## config.mk

```make
export PLATFORM = sky130hd
export DESIGN_NAME = uart_rx_fifo
export DESIGN_NICKNAME = d
export VERILOG_FILES = /design/src/rtl/uart_pkg.sv /design/src/rtl/uart_rx_fifo_mem.sv /design/src/rtl/uart_rx_fifo.sv
export SDC_FILE = /design/constraint.sdc
export NUM_CORES = 1
export LEC_CHECK = 0
export ABC_AREA = 1
export CAP_MARGIN = 20
export CELL_PAD_IN_SITES_DETAIL_PLACEMENT = 1
export CELL_PAD_IN_SITES_GLOBAL_PLACEMENT = 1
export CORE_ASPECT_RATIO = 1.2
export CORE_MARGIN = 2
export CORE_UTILIZATION = 45
export CTS_BUF_LIST = sky130_fd_sc_hd__clkbuf_8
export CTS_CLUSTER_DIAMETER = 100
export DETAILED_ROUTE_END_ITERATION = 6
export PLACE_DENSITY = 0.79
export SLEW_MARGIN = 25
export SYNTH_ARGS = -nofsm -noshare
export SYNTH_HDL_FRONTEND = slang
export SYNTH_SLANG_ARGS = --single-unit
export TNS_END_PERCENT = 10
```

## constraint.sdc

```tcl
create_clock -name bclk_in -period 3.85 [get_ports bclk_in]
set_clock_uncertainty 0.1 [all_clocks]
set_input_delay 0.385 -clock bclk_in [delete_from_list [all_inputs] [get_ports bclk_in]]
set_output_delay 0.385 -clock bclk_in [all_outputs]
set_load 0.01 [all_outputs]
```

## src/rtl/uart_pkg.sv

```systemverilog
// uart_pkg: shared encodings for the UART receive path (trigger levels, LSR bits, FIFO entry layout)
package uart_pkg;
  typedef enum logic [1:0] {TRIG_1 = 2'd0, TRIG_4 = 2'd1, TRIG_8 = 2'd2, TRIG_14 = 2'd3} trig_lvl_e;
  localparam int ENT_W = 11;
  localparam int ENT_PE = 8;
  localparam int ENT_FE = 9;
  localparam int ENT_BI = 10;
  localparam int LSR_DR = 0;
  localparam int LSR_OE = 1;
  localparam int LSR_PE = 2;
  localparam int LSR_FE = 3;
  localparam int LSR_BI = 4;
  localparam int LSR_FIFOERR = 7;
  function automatic int trig_level(input logic [1:0] lvl);
    return lvl == TRIG_1 ? 1 : lvl == TRIG_4 ? 4 : lvl == TRIG_8 ? 8 : 14;
  endfunction
endpackage

```

## src/rtl/uart_rx_fifo_mem.sv

```systemverilog
// uart_rx_fifo_mem: entry storage with one write port and an asynchronous read port
module uart_rx_fifo_mem import uart_pkg::*; #(
  parameter int DEPTH = 16,
  parameter int ADDR_W = 4
) (
  input  logic              clk,
  input  logic              we,
  input  logic [ADDR_W-1:0] waddr,
  input  logic [ENT_W-1:0]  wdata,
  input  logic [ADDR_W-1:0] raddr,
  output logic [ENT_W-1:0]  rdata
);
  logic [ENT_W-1:0] mem [DEPTH];
  always_ff @(posedge clk)
    if (we) mem[waddr] <= wdata;
  assign rdata = mem[raddr];
endmodule

```

## src/rtl/uart_rx_fifo.sv

```systemverilog
// uart_rx_fifo: RX character FIFO presenting the head entry as RBR/LSR plus trigger and timeout flags
module uart_rx_fifo import uart_pkg::*; #(
  parameter int DEPTH = 16,
  parameter int ADDR_W = 4
) (
  input  logic              bclk_in,
  input  logic              rst_in,
  input  logic              fifo_en_in,
  input  logic              clr_in,
  input  logic [1:0]        trig_lvl_in,
  input  logic              wr_valid_in,
  input  logic [7:0]        wr_data_in,
  input  logic              wr_pe_in,
  input  logic              wr_fe_in,
  input  logic              wr_bi_in,
  input  logic              rd_in,
  input  logic              lsr_rd_in,
  input  logic              char_tick_in,
  output logic [7:0]        rd_data_out,
  output logic              lsr_dr_out,
  output logic              lsr_oe_out,
  output logic              lsr_pe_out,
  output logic              lsr_fe_out,
  output logic              lsr_bi_out,
  output logic              lsr_fifoerr_out,
  output logic              trig_out,
  output logic              timeout_out,
  output logic [ADDR_W:0]   count_out
);
  localparam logic [ADDR_W:0] FULL_CNT = (ADDR_W+1)'(DEPTH);
  logic [ADDR_W-1:0] wr_ptr, rd_ptr;
  logic [ADDR_W:0] count, err_cnt;
  logic [2:0] tcnt;
  logic [ENT_W-1:0] head;
  logic oe, fifo_en_q, empty, flush, full, rd_do, wr_do, overrun, wr_err, rd_err;
  uart_rx_fifo_mem #(.DEPTH(DEPTH), .ADDR_W(ADDR_W)) u_mem (
    .clk(bclk_in),
    .we(wr_do),
    .waddr(wr_ptr),
    .wdata({wr_bi_in, wr_fe_in, wr_pe_in, wr_data_in}),
    .raddr(rd_ptr),
    .rdata(head)
  );
  // a mode change flushes just like clr_in; single-entry mode caps occupancy at one
  always_comb begin
    empty = count == '0;
    flush = clr_in || (fifo_en_in != fifo_en_q);
    full = fifo_en_in ? count == FULL_CNT : !empty;
    rd_do = rd_in && !empty && !flush;
    wr_do = wr_valid_in && !flush && (!full || rd_do);
    overrun = wr_valid_in && !flush && full && !rd_in;
    wr_err = wr_do && (wr_pe_in || wr_fe_in || wr_bi_in);
    rd_err = rd_do && |head[ENT_BI:ENT_PE];
  end
  always_ff @(posedge bclk_in) begin
    fifo_en_q <= fifo_en_in;
    if (rst_in || flush) begin
      wr_ptr <= '0;
      rd_ptr <= '0;
      count <= '0;
      err_cnt <= '0;
      tcnt <= '0;
    end else begin
      if (wr_do) wr_ptr <= wr_ptr + 1'b1;
      if (rd_do) rd_ptr <= rd_ptr + 1'b1;
      count <= count + (ADDR_W+1)'(wr_do) - (ADDR_W+1)'(rd_do);
      err_cnt <= err_cnt + (ADDR_W+1)'(wr_err) - (ADDR_W+1)'(rd_err);
      tcnt <= (wr_do || rd_in || empty || !fifo_en_in) ? 3'd0 :
              (char_tick_in && tcnt != 3'd4) ? tcnt + 3'd1 : tcnt;
    end
    if (rst_in) oe <= 1'b0;
    else if (overrun) oe <= 1'b1;
    else if (lsr_rd_in) oe <= 1'b0;
  end
  assign rd_data_out = empty ? '0 : head[7:0];
  assign lsr_pe_out = !empty && head[ENT_PE];
  assign lsr_fe_out = !empty && head[ENT_FE];
  assign lsr_bi_out = !empty && head[ENT_BI];
  assign lsr_dr_out = !empty;
  assign lsr_oe_out = oe;
  assign lsr_fifoerr_out = fifo_en_in && err_cnt != '0;
  assign trig_out = fifo_en_in ? int'(count) >= trig_level(trig_lvl_in) : !empty;
  assign timeout_out = tcnt == 3'd4 && !empty;
  assign count_out = count;
endmodule
```

==> run_summary.xml <==
<?xml version="1.0" encoding="UTF-8"?>
<metrics>
  <group name="drt">
    <metric name="vias_after_detailed_routing" unit="">6156</metric>
    <metric name="drc_errors" unit="">0</metric>
    <metric name="post_drt_wl_per_cell" unit="µm">20.0</metric>
    <metric name="route.final.wire_length" unit="mm">22.8</metric>
    <metric name="route.detailed.vias_per_inst" unit="">5.40</metric>
    <metric name="detailedRoute.firstPassIterationCount" unit="">4</metric>
    <metric name="drt_iter0_drc" unit="">426</metric>
    <metric name="detail-route-antenna-nets" unit="">0</metric>
  </group>
  <group name="run">
    <metric name="max-cap-violations" unit="">0</metric>
  </group>
  <group name="setup_path">
    <metric name="crit_path_max_fanout" unit="">36</metric>
    <metric name="crit_chain" unit="">inv_2 -&gt; buf_6 -&gt; nand2_1 -&gt; nand3_1 -&gt; nand2_1 -&gt; a21oi_1 -&gt; o31ai_1 -&gt; a21oi_1 -&gt; clkdlybuf4s50_1</metric>
    <metric name="critPathLaunchType" unit="">flip-flop</metric>
    <metric name="cp_data_required_time" unit="ns">3.37</metric>
    <metric name="worst-setup-path-type" unit="">reg -&gt; out</metric>
    <metric name="worst_setup_path_end_kind" unit="">primary output</metric>
    <metric name="critPathSlowestCell" unit="">sky130_fd_sc_hd__clkdlybuf4s50_1</metric>
    <metric name="arrival" unit="ns">3.13</metric>
    <metric name="cpPeakStageDelay" unit="ns">0.61</metric>
  </group>
  <group name="final_layout">
    <metric name="layout.nets" unit="">903</metric>
    <metric name="regArea" unit="µm²">5830</metric>
    <metric name="multi_input_comb_area" unit="µm²">2440</metric>
    <metric name="area_growth_syn_to_layout" unit="%">16.4</metric>
    <metric name="final_core_utilization" unit="%">53.8</metric>
    <metric name="insertedDiodeCount" unit="">0</metric>
    <metric name="layout-drive-gt1-share" unit="%">10.6</metric>
    <metric name="layout.cell_area.non_filler" unit="µm²">10200</metric>
    <metric name="fillCellCount" unit="">2048</metric>
  </group>
  <group name="pwr">
    <metric name="pwr-share-seq" unit="%">56.0</metric>
    <metric name="power_density" unit="nW/µm²">421</metric>
    <metric name="netSwitchingPower" unit="W">0.000900</metric>
    <metric name="fraction_of_power_consumed_by_the_clock_network" unit="%">41.3</metric>
    <metric name="pwr-share-comb" unit="%">2.7</metric>
    <metric name="leakagePower" unit="nW">3.77</metric>
    <metric name="p_int" unit="W">0.00338</metric>
    <metric name="vdd.ir_drop.worst" unit="µV">277</metric>
    <metric name="power_switching_share" unit="%">21.0</metric>
  </group>
  <group name="yosys">
    <metric name="mappedNetlistNets" unit="">830</metric>
    <metric name="synth_area" unit="µm²">8740</metric>
    <metric name="ys_seq_area_share" unit="%">66.6</metric>
    <metric name="synth-seq-cells" unit="">203</metric>
    <metric name="syn_area_per_cell" unit="µm²">11.1</metric>
    <metric name="synth_largest_type_area_fraction" unit="%">60.5</metric>
    <metric name="synth_flop_cell" unit="">sky130_fd_sc_hd__edfxtp_1</metric>
    <metric name="top_area_cells_in_the_synthesized_netlist" unit="">sky130_fd_sc_hd__edfxtp_1 60%, sky130_fd_sc_hd__dfxtp_1 6.2%, sky130_fd_sc_hd__nand2_1 5.6%</metric>
    <metric name="synth-async-reset-ratio" unit="%">0</metric>
    <metric name="distinct_cell_type_count_after_synthesis" unit="">35</metric>
    <metric name="synth_edf_count" unit="">176</metric>
    <metric name="count_of_yosys_warnings_during_synthesis" unit="">0</metric>
    <metric name="post_synth_inst_count" unit="">785</metric>
    <metric name="synth_area_leader_cell" unit="">sky130_fd_sc_hd__edfxtp_1</metric>
  </group>
  <group name="global_route">
    <metric name="grt_antenna_before_repair" unit="">0</metric>
    <metric name="first_global_vias" unit="">6788</metric>
    <metric name="grt_start_max_net_pins" unit="">41</metric>
    <metric name="grt_first_pass_wirelength" unit="mm">36.3</metric>
    <metric name="grt_overflow_total" unit="">0</metric>
    <metric name="gr-usage-all-layers" unit="%">22.9</metric>
  </group>
  <group name="sta">
    <metric name="finalWorstPathRequiredPeriod" unit="ns">3.62</metric>
    <metric name="hold_viol" unit="">0</metric>
    <metric name="slew_violations" unit="">0</metric>
    <metric name="period_share" unit="%">94.0</metric>
    <metric name="setup_viol_count_final" unit="">0</metric>
    <metric name="tightestPinTransition" unit="ns">0.772</metric>
    <metric name="fmaxAchievable" unit="GHz">0.276</metric>
    <metric name="totalNegativeSetupSlack" unit="ns">0</metric>
    <metric name="unrepaired_setup_endpoints_after_global_routing" unit="">false</metric>
    <metric name="max-slew-margin-rel" unit="%">48.3</metric>
  </group>
  <group name="floorplanning">
    <metric name="initial_core_util" unit="%">46.2</metric>
    <metric name="fp.dieH" unit="µm">157</metric>
    <metric name="die_w" unit="µm">131</metric>
    <metric name="floorplan.die_area" unit="µm²">20600</metric>
    <metric name="coreArea" unit="µm²">18900</metric>
    <metric name="rows" unit="">55</metric>
    <metric name="design.portCount" unit="">42</metric>
  </group>
  <group name="cts">
    <metric name="worstSkewPairLatency" unit="ns">0.52</metric>
    <metric name="clk_transition_reported_paths" unit="ns">0.06</metric>
    <metric name="max-clock-path-buffers" unit="">3</metric>
    <metric name="cts_root_buffer" unit="">sky130_fd_sc_hd__clkbuf_8</metric>
    <metric name="cts_sinks" unit="">203</metric>
    <metric name="numCtsBuffers" unit="">34</metric>
    <metric name="post-cts-setup-buffer-count" unit="">0</metric>
    <metric name="cts_tree" unit="">done</metric>
    <metric name="htree_num_levels" unit="">2</metric>
  </group>
  <group name="min_path">
    <metric name="hold_class" unit="">reg -&gt; reg</metric>
  </group>
  <group name="place">
    <metric name="detailedPlacementHpwl" unit="mm">15.1</metric>
    <metric name="gp_routability_congestion" unit="">0.786</metric>
    <metric name="buffer_ports.inserted" unit="">41</metric>
    <metric name="post_dp_cell_area" unit="µm²">9530</metric>
  </group>
  <group name="run_status">
    <metric name="run_status" unit="">completed</metric>
  </group>
</metrics>
-- routing by layer --
layer | global-route usage [%] | vias to the layer above | wire length, µm
met5 | 0 | - | 0
met4 | 8.85 | 0 | 678
met3 | 4.34 | 55 | 1120
met2 | 42.3 | 161 | 12000
met1 | 26.5 | 3076 | 9040
li1 | - | 2864 | -
-- flip-flops by register name, summed over array words and instances (netlist names), named ones only --
name        count
count_out       5
err_cnt         5
fifo_en_q       1
lsr_oe_out      1
rd_ptr          4
tcnt            3
u_mem.mem     176
wr_ptr          4
-- worst max-delay path, delay by kind of cell (launching register included) --
kind	cells	cell delay [ns]
buffers and inverters	3	1.32
AOI/OAI and AO/OA	3	0.59
DFF	1	0.45
and+or+nand+nor	3	0.24
-- placed cells by master (no fill, tap or decap), types with 3 or more instances in the layout --
master                            instances
sky130_fd_sc_hd__edfxtp_1               176
sky130_fd_sc_hd__nand2_1                131
sky130_fd_sc_hd__nor2_1                  98
sky130_fd_sc_hd__inv_1                   86
sky130_fd_sc_hd__o21ai_0                 59
sky130_fd_sc_hd__nand3_1                 57
sky130_fd_sc_hd__a21oi_1                 42
sky130_fd_sc_hd__clkdlybuf4s50_1         41
sky130_fd_sc_hd__clkbuf_8                40
sky130_fd_sc_hd__buf_4                   28
sky130_fd_sc_hd__dfxtp_1                 26
sky130_fd_sc_hd__ha_1                    22
sky130_fd_sc_hd__o211ai_1                11
sky130_fd_sc_hd__o31ai_1                  9
sky130_fd_sc_hd__o221ai_1                 8
sky130_fd_sc_hd__xor2_1                   8
sky130_fd_sc_hd__nand2_2                  5
sky130_fd_sc_hd__inv_2                    4
sky130_fd_sc_hd__clkinv_1                 4
sky130_fd_sc_hd__nor3_2                   3
sky130_fd_sc_hd__a31oi_1                  3
-- path summary, 6_finish.rpt --
| path | start | endpoint | slack [ns] | cells after the start |
|---|---|---|---|---|
| setup / recovery | flip-flop | rd_data_out[0] | 0.23 | 9 |
| hold reg to reg | lsr_oe_out | lsr_oe_out | 0.38 | 2 |
| setup reg to reg | flip-flop | err_cnt[4] | 0.45 | 17 |
| hold / removal | lsr_oe_out | lsr_oe_out | 0.38 | 2 |
-- cell families after synthesis --
family / count (synthesis) / share of synthesized area (%)
AND/OR/NAND/NOR: 303 / 14.5
flip-flops: 203 / 66.6
adder cells (fa/ha/maj): 24 / 3.61
XOR/XNOR: 8 / 0.802
buffers and inverters: 110 / 5.51
AO/OA/AOI/OAI: 137 / 8.95
-- area by class of cell --
| type | instances | share of cell area [%] |
|---|---|---|
| timing repair buffer | 71 | 6.41 |
| tap | 256 | 3.15 |
| multi-input combinational | 472 | 24.0 |
| inverter | 76 | 2.85 |
| clock inverter | 22 | 0.885 |
| sequential | 203 | 57.3 |
| clock buffer | 40 | 5.41 |
-- through the flow --
stage / hold WS [ns] / power (W) / worst slack, ns / cells
final: 0.376 / 0.00428 / 0.231 / 1140
after floorplan: 0.313 / 0.00249 / 0.919 / 785
after detailed placement: 0.377 / 0.00256 / 0.298 / 1078
after global placement: 0.353 / 0.00255 / 0.422 / 1078
after CTS: 0.369 / 0.00432 / 0.0702 / 1140
after global routing: 0.410 / 0.00441 / 0.0294 / 1140
-- Yosys cell counts, types with 4 or more instances --
cell and count:
sky130_fd_sc_hd__edfxtp_1 176, sky130_fd_sc_hd__nand2_1 131, sky130_fd_sc_hd__nor2_1 98, sky130_fd_sc_hd__inv_1 70, sky130_fd_sc_hd__o21ai_0 59, sky130_fd_sc_hd__nand3_1 57, sky130_fd_sc_hd__a21oi_1 42, sky130_fd_sc_hd__dfxtp_1 27
sky130_fd_sc_hd__ha_1 22, sky130_fd_sc_hd__buf_2 12, sky130_fd_sc_hd__clkbuf_1 12, sky130_fd_sc_hd__o211ai_1 11, sky130_fd_sc_hd__o31ai_1 9, sky130_fd_sc_hd__o221ai_1 8, sky130_fd_sc_hd__xor2_1 8, sky130_fd_sc_hd__buf_4 7
sky130_fd_sc_hd__nand2_2 5, sky130_fd_sc_hd__inv_2 4, sky130_fd_sc_hd__nor3_1 4
-- power groups by stage --
stage / sequential [W] / combinational, W / clock, W
2_1_floorplan: 0.00244 / 0.0000424 / 0
5_1_grt: 0.00240 / 0.000127 / 0.00189
3_5_place_dp: 0.00244 / 0.000115 / 0
6_report: 0.00240 / 0.000114 / 0.00177
4_1_cts: 0.00240 / 0.000115 / 0.00181
3_3_place_gp: 0.00244 / 0.000108 / 0
-- repair_timing --
item                                    in CTS  in global routing
hold buffers                                 0                  0
resized for setup                            0                  1
endpoints found under the setup margin       0                  2
(Power assumes the default switching activity.)
==> edit 1: new RTL, same flow settings <==
`ADDR_W` is set to 4 in 2 places; all go to 3.
--- a/src/rtl/uart_rx_fifo_mem.sv
+++ b/src/rtl/uart_rx_fifo_mem.sv
@@ -3,3 +3,3 @@
   parameter int DEPTH = 16,
-  parameter int ADDR_W = 4
+  parameter int ADDR_W = 3
 ) (
--- a/src/rtl/uart_rx_fifo.sv
+++ b/src/rtl/uart_rx_fifo.sv
@@ -3,3 +3,3 @@
   parameter int DEPTH = 16,
-  parameter int ADDR_W = 4
+  parameter int ADDR_W = 3
 ) (
Interface: changed (resized count_out); port bits go from 42 to 41. The function was not compared with the original's and may differ.
==> edit 1 against the unedited design <==
  * Final area down 45%
  * Synthesized area down 44%
  * Register-to-register slack better by 0.46 ns
  * Wire length down 51%
  * Sequential share of layout area down 2.2 points
  * Critical path type is now register to register
  * Synthesized cell count down 42%
  * Sequential power down 46%
  * Largest power group unchanged
  * Setup slack better by 0.68 ns
  * First-iteration DRC count down 72%
  * Power down 54%
  * Count of clock-buffer cells in the layout down 31
  * Sequential cell count down 93
==> edit 1: results (changes against the unedited design) <==
* Arrival time reported for the critical path endpoint at 3.10 ns (was 3.13 ns)
* Total placed cells including tap cells at 618 (was 1078)
* Cell family contributing the most delay on the critical path: adder cells (was buffers and inverters)
* Wire length of the first global-routing pass at 17950 µm (was 36300 µm)
* Largest incremental delay on the critical path at 0.39 ns (was 0.61 ns)
* CTS HTree Levels at 3 (was 2)
* CTS clk-pin slew, worst paths at 0.10 ns (was 0.06 ns)
* Largest register FFs at 88 (was 176)
* Number of nets produced by synthesis at 497 (was 830)
* Final #Nets at 540 (was 903)
* Maximum fanout along the worst path at 12 (was 36)
* Vias in the first global route at 3716 (was 6788)
* Max-slew headroom at the worst pin at 0.4488 (was 0.4834)
* Distinct cell type count after synthesis at 36 (was 35)
* Cell types with the largest area share after synthesis: sky130_fd_sc_hd__edfxtp_1 (54%), sky130_fd_sc_hd__dfxtp_1 (9.0%), sky130_fd_sc_hd__nor2_1 (6.3%) (was sky130_fd_sc_hd__edfxtp_1 (60%), sky130_fd_sc_hd__dfxtp_1 (6.2%), sky130_fd_sc_hd__nand2_1 (5.6%))
* Global-route total usage across every layer at 0.2003 (was 0.2294)
* Xor-xnor portion of the synthesized cell area at 0.007150 (was 0.008015)
* Fraction of the mapped netlist area in compound gates at 0.09295 (was 0.08945)
* Worst skew pair latency at 0.36 ns (was 0.52 ns)
* Number of buffers created by CTS at 9 (was 34)
* Routed wire length at 11090 µm (was 22830 µm)
* DR vias at 3361 (was 6156)
* Routability Congestion at 0.7500 (was 0.7863)
* Seq/Total Area, Yosys at 0.6292 (was 0.6664)
* Number of buffers added on ports at 40 (was 41)
* Count of flip-flops with a built-in enable after synthesis at 88 (was 176)
* Result of the run: finished, final reports clean (unchanged)
* Placement Setup Slack at 0.8005 ns (was 0.2979 ns)
* Clock Path Buffers at 2 (was 3)
* Half-perimeter wire length after detailed placement at 7447 µm (was 15070 µm)
* Maximum VDD drop at 201.3 µV (was 276.5 µV)
edit 1: cell types whose count changed in the layout (fill, tap and decap cells not counted), moves of 23 or more:
cell | before | now
sky130_fd_sc_hd__nand3_1 | 57 | 14
sky130_fd_sc_hd__a21oi_1 | 42 | 10
sky130_fd_sc_hd__nand2_1 | 131 | 56
sky130_fd_sc_hd__inv_1 | 86 | 45
sky130_fd_sc_hd__clkbuf_8 | 40 | 9
sky130_fd_sc_hd__o21ai_0 | 59 | 36
sky130_fd_sc_hd__edfxtp_1 | 176 | 88
edit 1: area by class of cell:
class | count | area (µm²)
inverter | 50 | 190.2
tap | 129 | 161.4
clock buffer | 9 | 123.9
clock inverter | 7 | 35.03
fill | 1152 | 4969
multi-input combinational | 281 | 1545
timing repair buffer | 48 | 460.4
sequential | 110 | 3083
edit 1: layer usage:
| layer | routed length [µm] | vias to the layer above | GRT usage | part of all wire |
|---|---|---|---|---|
| met5 | 0 | - | 0 | 0 |
| met2 | 6070 | 67 | 0.3746 | 0.55 |
| met3 | 303 | 20 | 0.02839 | 0.027 |
| met1 | 4523 | 1649 | 0.2209 | 0.41 |
| li1 | - | 1625 | - | - |
| met4 | 195 | 0 | 0.08904 | 0.018 |
edit 1: report_power, final:
| group | switching, mW | total [mW] | internal (mW) |
|---|---|---|---|
| clock network | 0.367 | 0.593 | 0.226 |
| logic | 0.0479 | 0.0829 | 0.0350 |
| registers | 0.00210 | 1.29 | 1.28 |
edit 1: worst paths after layout:
kind              slack, ns    endpoint         start
setup / recovery       0.91  err_cnt[2]  count_out[2]
hold / removal         0.39  lsr_oe_out    lsr_oe_out
hold reg to reg        0.39  lsr_oe_out    lsr_oe_out
setup reg to reg       0.91  err_cnt[2]  count_out[2]
==> edit 2: new RTL, same flow settings <==
Without the edit above. Put a register stage on the output `lsr_bi_out`, without a reset. The value now appears one clock later. The other outputs are not delayed to match.
--- a/src/rtl/uart_rx_fifo.sv
+++ b/src/rtl/uart_rx_fifo.sv
@@ -77,3 +77,5 @@
   assign lsr_fe_out = !empty && head[ENT_FE];
-  assign lsr_bi_out = !empty && head[ENT_BI];
+  always_ff @(posedge bclk_in) begin
+    lsr_bi_out <= !empty && head[ENT_BI];
+  end
   assign lsr_dr_out = !empty;
Formal check against the unedited RTL: not equivalent (a bounded check fails within 4 cycles, from zero or initial values and one cycle with rst_in high).
==> edit 2 against the unedited design <==
  * Setup slack improved by 0.10 ns
  * Non-clock buffer count fell by 6
  * Power up 6.4%
  * Final area grew 0.48%
  * Hold slack got worse by 0.0017 ns
  * First-iteration DRC count up 15%
  * Synthesized area is 0.23% higher
  * Count of clock-buffer cells in the layout is 3 lower
  * Wire length grew 4.6%
  * Sequential cell count rose by 1
  * Sequential share of layout area down 0.078 points
==> edit 2: results (changes against the unedited design) <==
* Met2 wire len at 12170 µm (was 12000 µm)
* Signed area change from the synthesized netlist to the final layout at 16.68% (was 16.39%)
* Post-cts gate resize count at 0 (unchanged)
* Proportion of layout cells with a drive suffix above 1 at 0.1084 (was 0.1063)
* Routability Congestion at 0.7993 (was 0.7863)
* Half-perimeter wire length after detailed placement at 15020 µm (was 15070 µm)
* Detailed Routing Iterations Pass 1 at 5 (was 4)
* Vias in the first global route at 6832 (was 6788)
* Drt via density at 5.519 (was 5.400)
* Layout fillers at 2044 (was 2048)
* Register-to-register setup slack at 0.42 ns (was 0.45 ns)
* Cell at the slowest stage of the critical path: sky130_fd_sc_hd__clkdlybuf4s50_1 (unchanged)
* Maximum fanout along the worst path at 62 (was 36)
* WL met3 at 1299 µm (was 1117 µm)
* Pleak at 3.745 nW (was 3.767 nW)
* Wire length of the first global-routing pass at 37330 µm (was 36300 µm)
* Reg2reg end: err_cnt[4] (unchanged)
* Max-slew headroom at the worst pin at 0.4967 (was 0.4834)
* Total placed cells including tap cells at 1073 (was 1078)
* Result of the run: finished, final reports clean (unchanged)
* Maximum VDD drop at 293.0 µV (was 276.5 µV)
* Largest incremental delay on the critical path at 0.63 ns (was 0.61 ns)
* Final #Nets at 898 (was 903)
* Routed metal-1 wirelength at 9183 µm (was 9039 µm)
* Maximum number of pins on one net before global-route repair at 72 (was 41)
* Seq/Total Area, Yosys at 0.6671 (was 0.6664)
* Average wire per cell in the routed design at 21.11 µm (was 20.03 µm)
* Worst reg-to-reg path cell count at 18 (was 17)
* Number of nets produced by synthesis at 831 (was 830)
* Global-route total usage across every layer at 0.2371 (was 0.2294)
* Placement Setup Slack at 0.3111 ns (was 0.2979 ns)
* Post-Synthesis Cells at 786 (was 785)
* Standard cell area after detailed placement at 9493 µm² (was 9530 µm²)
* Violation count after the first detailed-route iteration at 488 (was 426)
* Cell types with the largest area share after synthesis: sky130_fd_sc_hd__edfxtp_1 (60%), sky130_fd_sc_hd__dfxtp_1 (6.4%), sky130_fd_sc_hd__nand2_1 (5.6%) (was sky130_fd_sc_hd__edfxtp_1 (60%), sky130_fd_sc_hd__dfxtp_1 (6.2%), sky130_fd_sc_hd__nand2_1 (5.6%))
* Routed wire length at 23890 µm (was 22830 µm)
* Number of antenna violations at the first check in global routing at 0 (unchanged)
* Minimum hold slack at 0.3747 ns (was 0.3764 ns)
* Arrival time reported for the critical path endpoint at 3.03 ns (was 3.13 ns)
* Number of buffers created by CTS at 34 (unchanged)
[edit 2: changes by cell type after synthesis, sizes merged]
cell   before  now
dfxtp      27   28
[edit 2: worst register-to-register path: stages, from the launching register on]
cell	delay (ns)
sky130_fd_sc_hd__dfxtp_1	0.33
sky130_fd_sc_hd__inv_2	0.48
sky130_fd_sc_hd__nor2_1	0.12
sky130_fd_sc_hd__o21ai_0	0.10
sky130_fd_sc_hd__nand3_1	0.11
sky130_fd_sc_hd__nand3_1	0.12
sky130_fd_sc_hd__nand2_1	0.08
sky130_fd_sc_hd__nor2_1	0.20
sky130_fd_sc_hd__a21oi_1	0.12
sky130_fd_sc_hd__ha_1	0.31
sky130_fd_sc_hd__inv_1	0.06
sky130_fd_sc_hd__ha_1	0.16
sky130_fd_sc_hd__inv_1	0.06
sky130_fd_sc_hd__fa_1	0.40
sky130_fd_sc_hd__inv_1	0.08
sky130_fd_sc_hd__a21oi_1	0.07
sky130_fd_sc_hd__o21ai_0	0.24
sky130_fd_sc_hd__o21ai_0	0.13
sky130_fd_sc_hd__a21oi_1	0.12
[edit 2: kinds of logic after synthesis]
kind of cell,after synthesis,share of synthesized area
AO/OA/AOI/OAI,137,0.08925
adder cells (fa/ha/maj),24,0.03598
XOR/XNOR,8,0.007997
buffers and inverters,110,0.05498
AND/OR/NAND/NOR,303,0.1447
flip-flops,204,0.6671
[edit 2: layout make-up]
class	count	share of cell area
sequential	204	0.5719
multi-input combinational	472	0.2391
timing repair buffer	65	0.05850
clock buffer	37	0.04981
tap	256	0.03133
inverter	76	0.02839
clock inverter	22	0.02093
[edit 2: worst max-delay path by stage]
| stage | startpoint | end | slack [ns] | cells after the start |
|---|---|---|---|---|
| 2_1_floorplan | count_out[2] | err_cnt[4] | 0.92 | 21 |
| 3_3_place_gp | fifo_en_in | err_cnt[4] | 0.45 | 18 |
| 3_5_place_dp | fifo_en_in | err_cnt[4] | 0.31 | 18 |
| 4_1_cts | register | rd_data_out[0] | 0.15 | 9 |
| 5_1_grt | register | err_cnt[4] | 0.07 | 19 |
| 6_report | register | rd_data_out[0] | 0.33 | 9 |
[edit 2: where the power goes]
part | switching (mW) | internal, mW | leakage (nW) | total [mW]
logic | 0.0735 | 0.0395 | 1.54 | 0.113
registers | 0.00284 | 2.41 | 1.81 | 2.41
clock network | 0.869 | 1.17 | 0.391 | 2.03
[edit 2: layer usage]
layer	up-vias	track usage
met3	81	0.04373
met1	3101	0.2745
li1	2852	-
met5	-	0
met4	0	0.1227
met2	213	0.4228
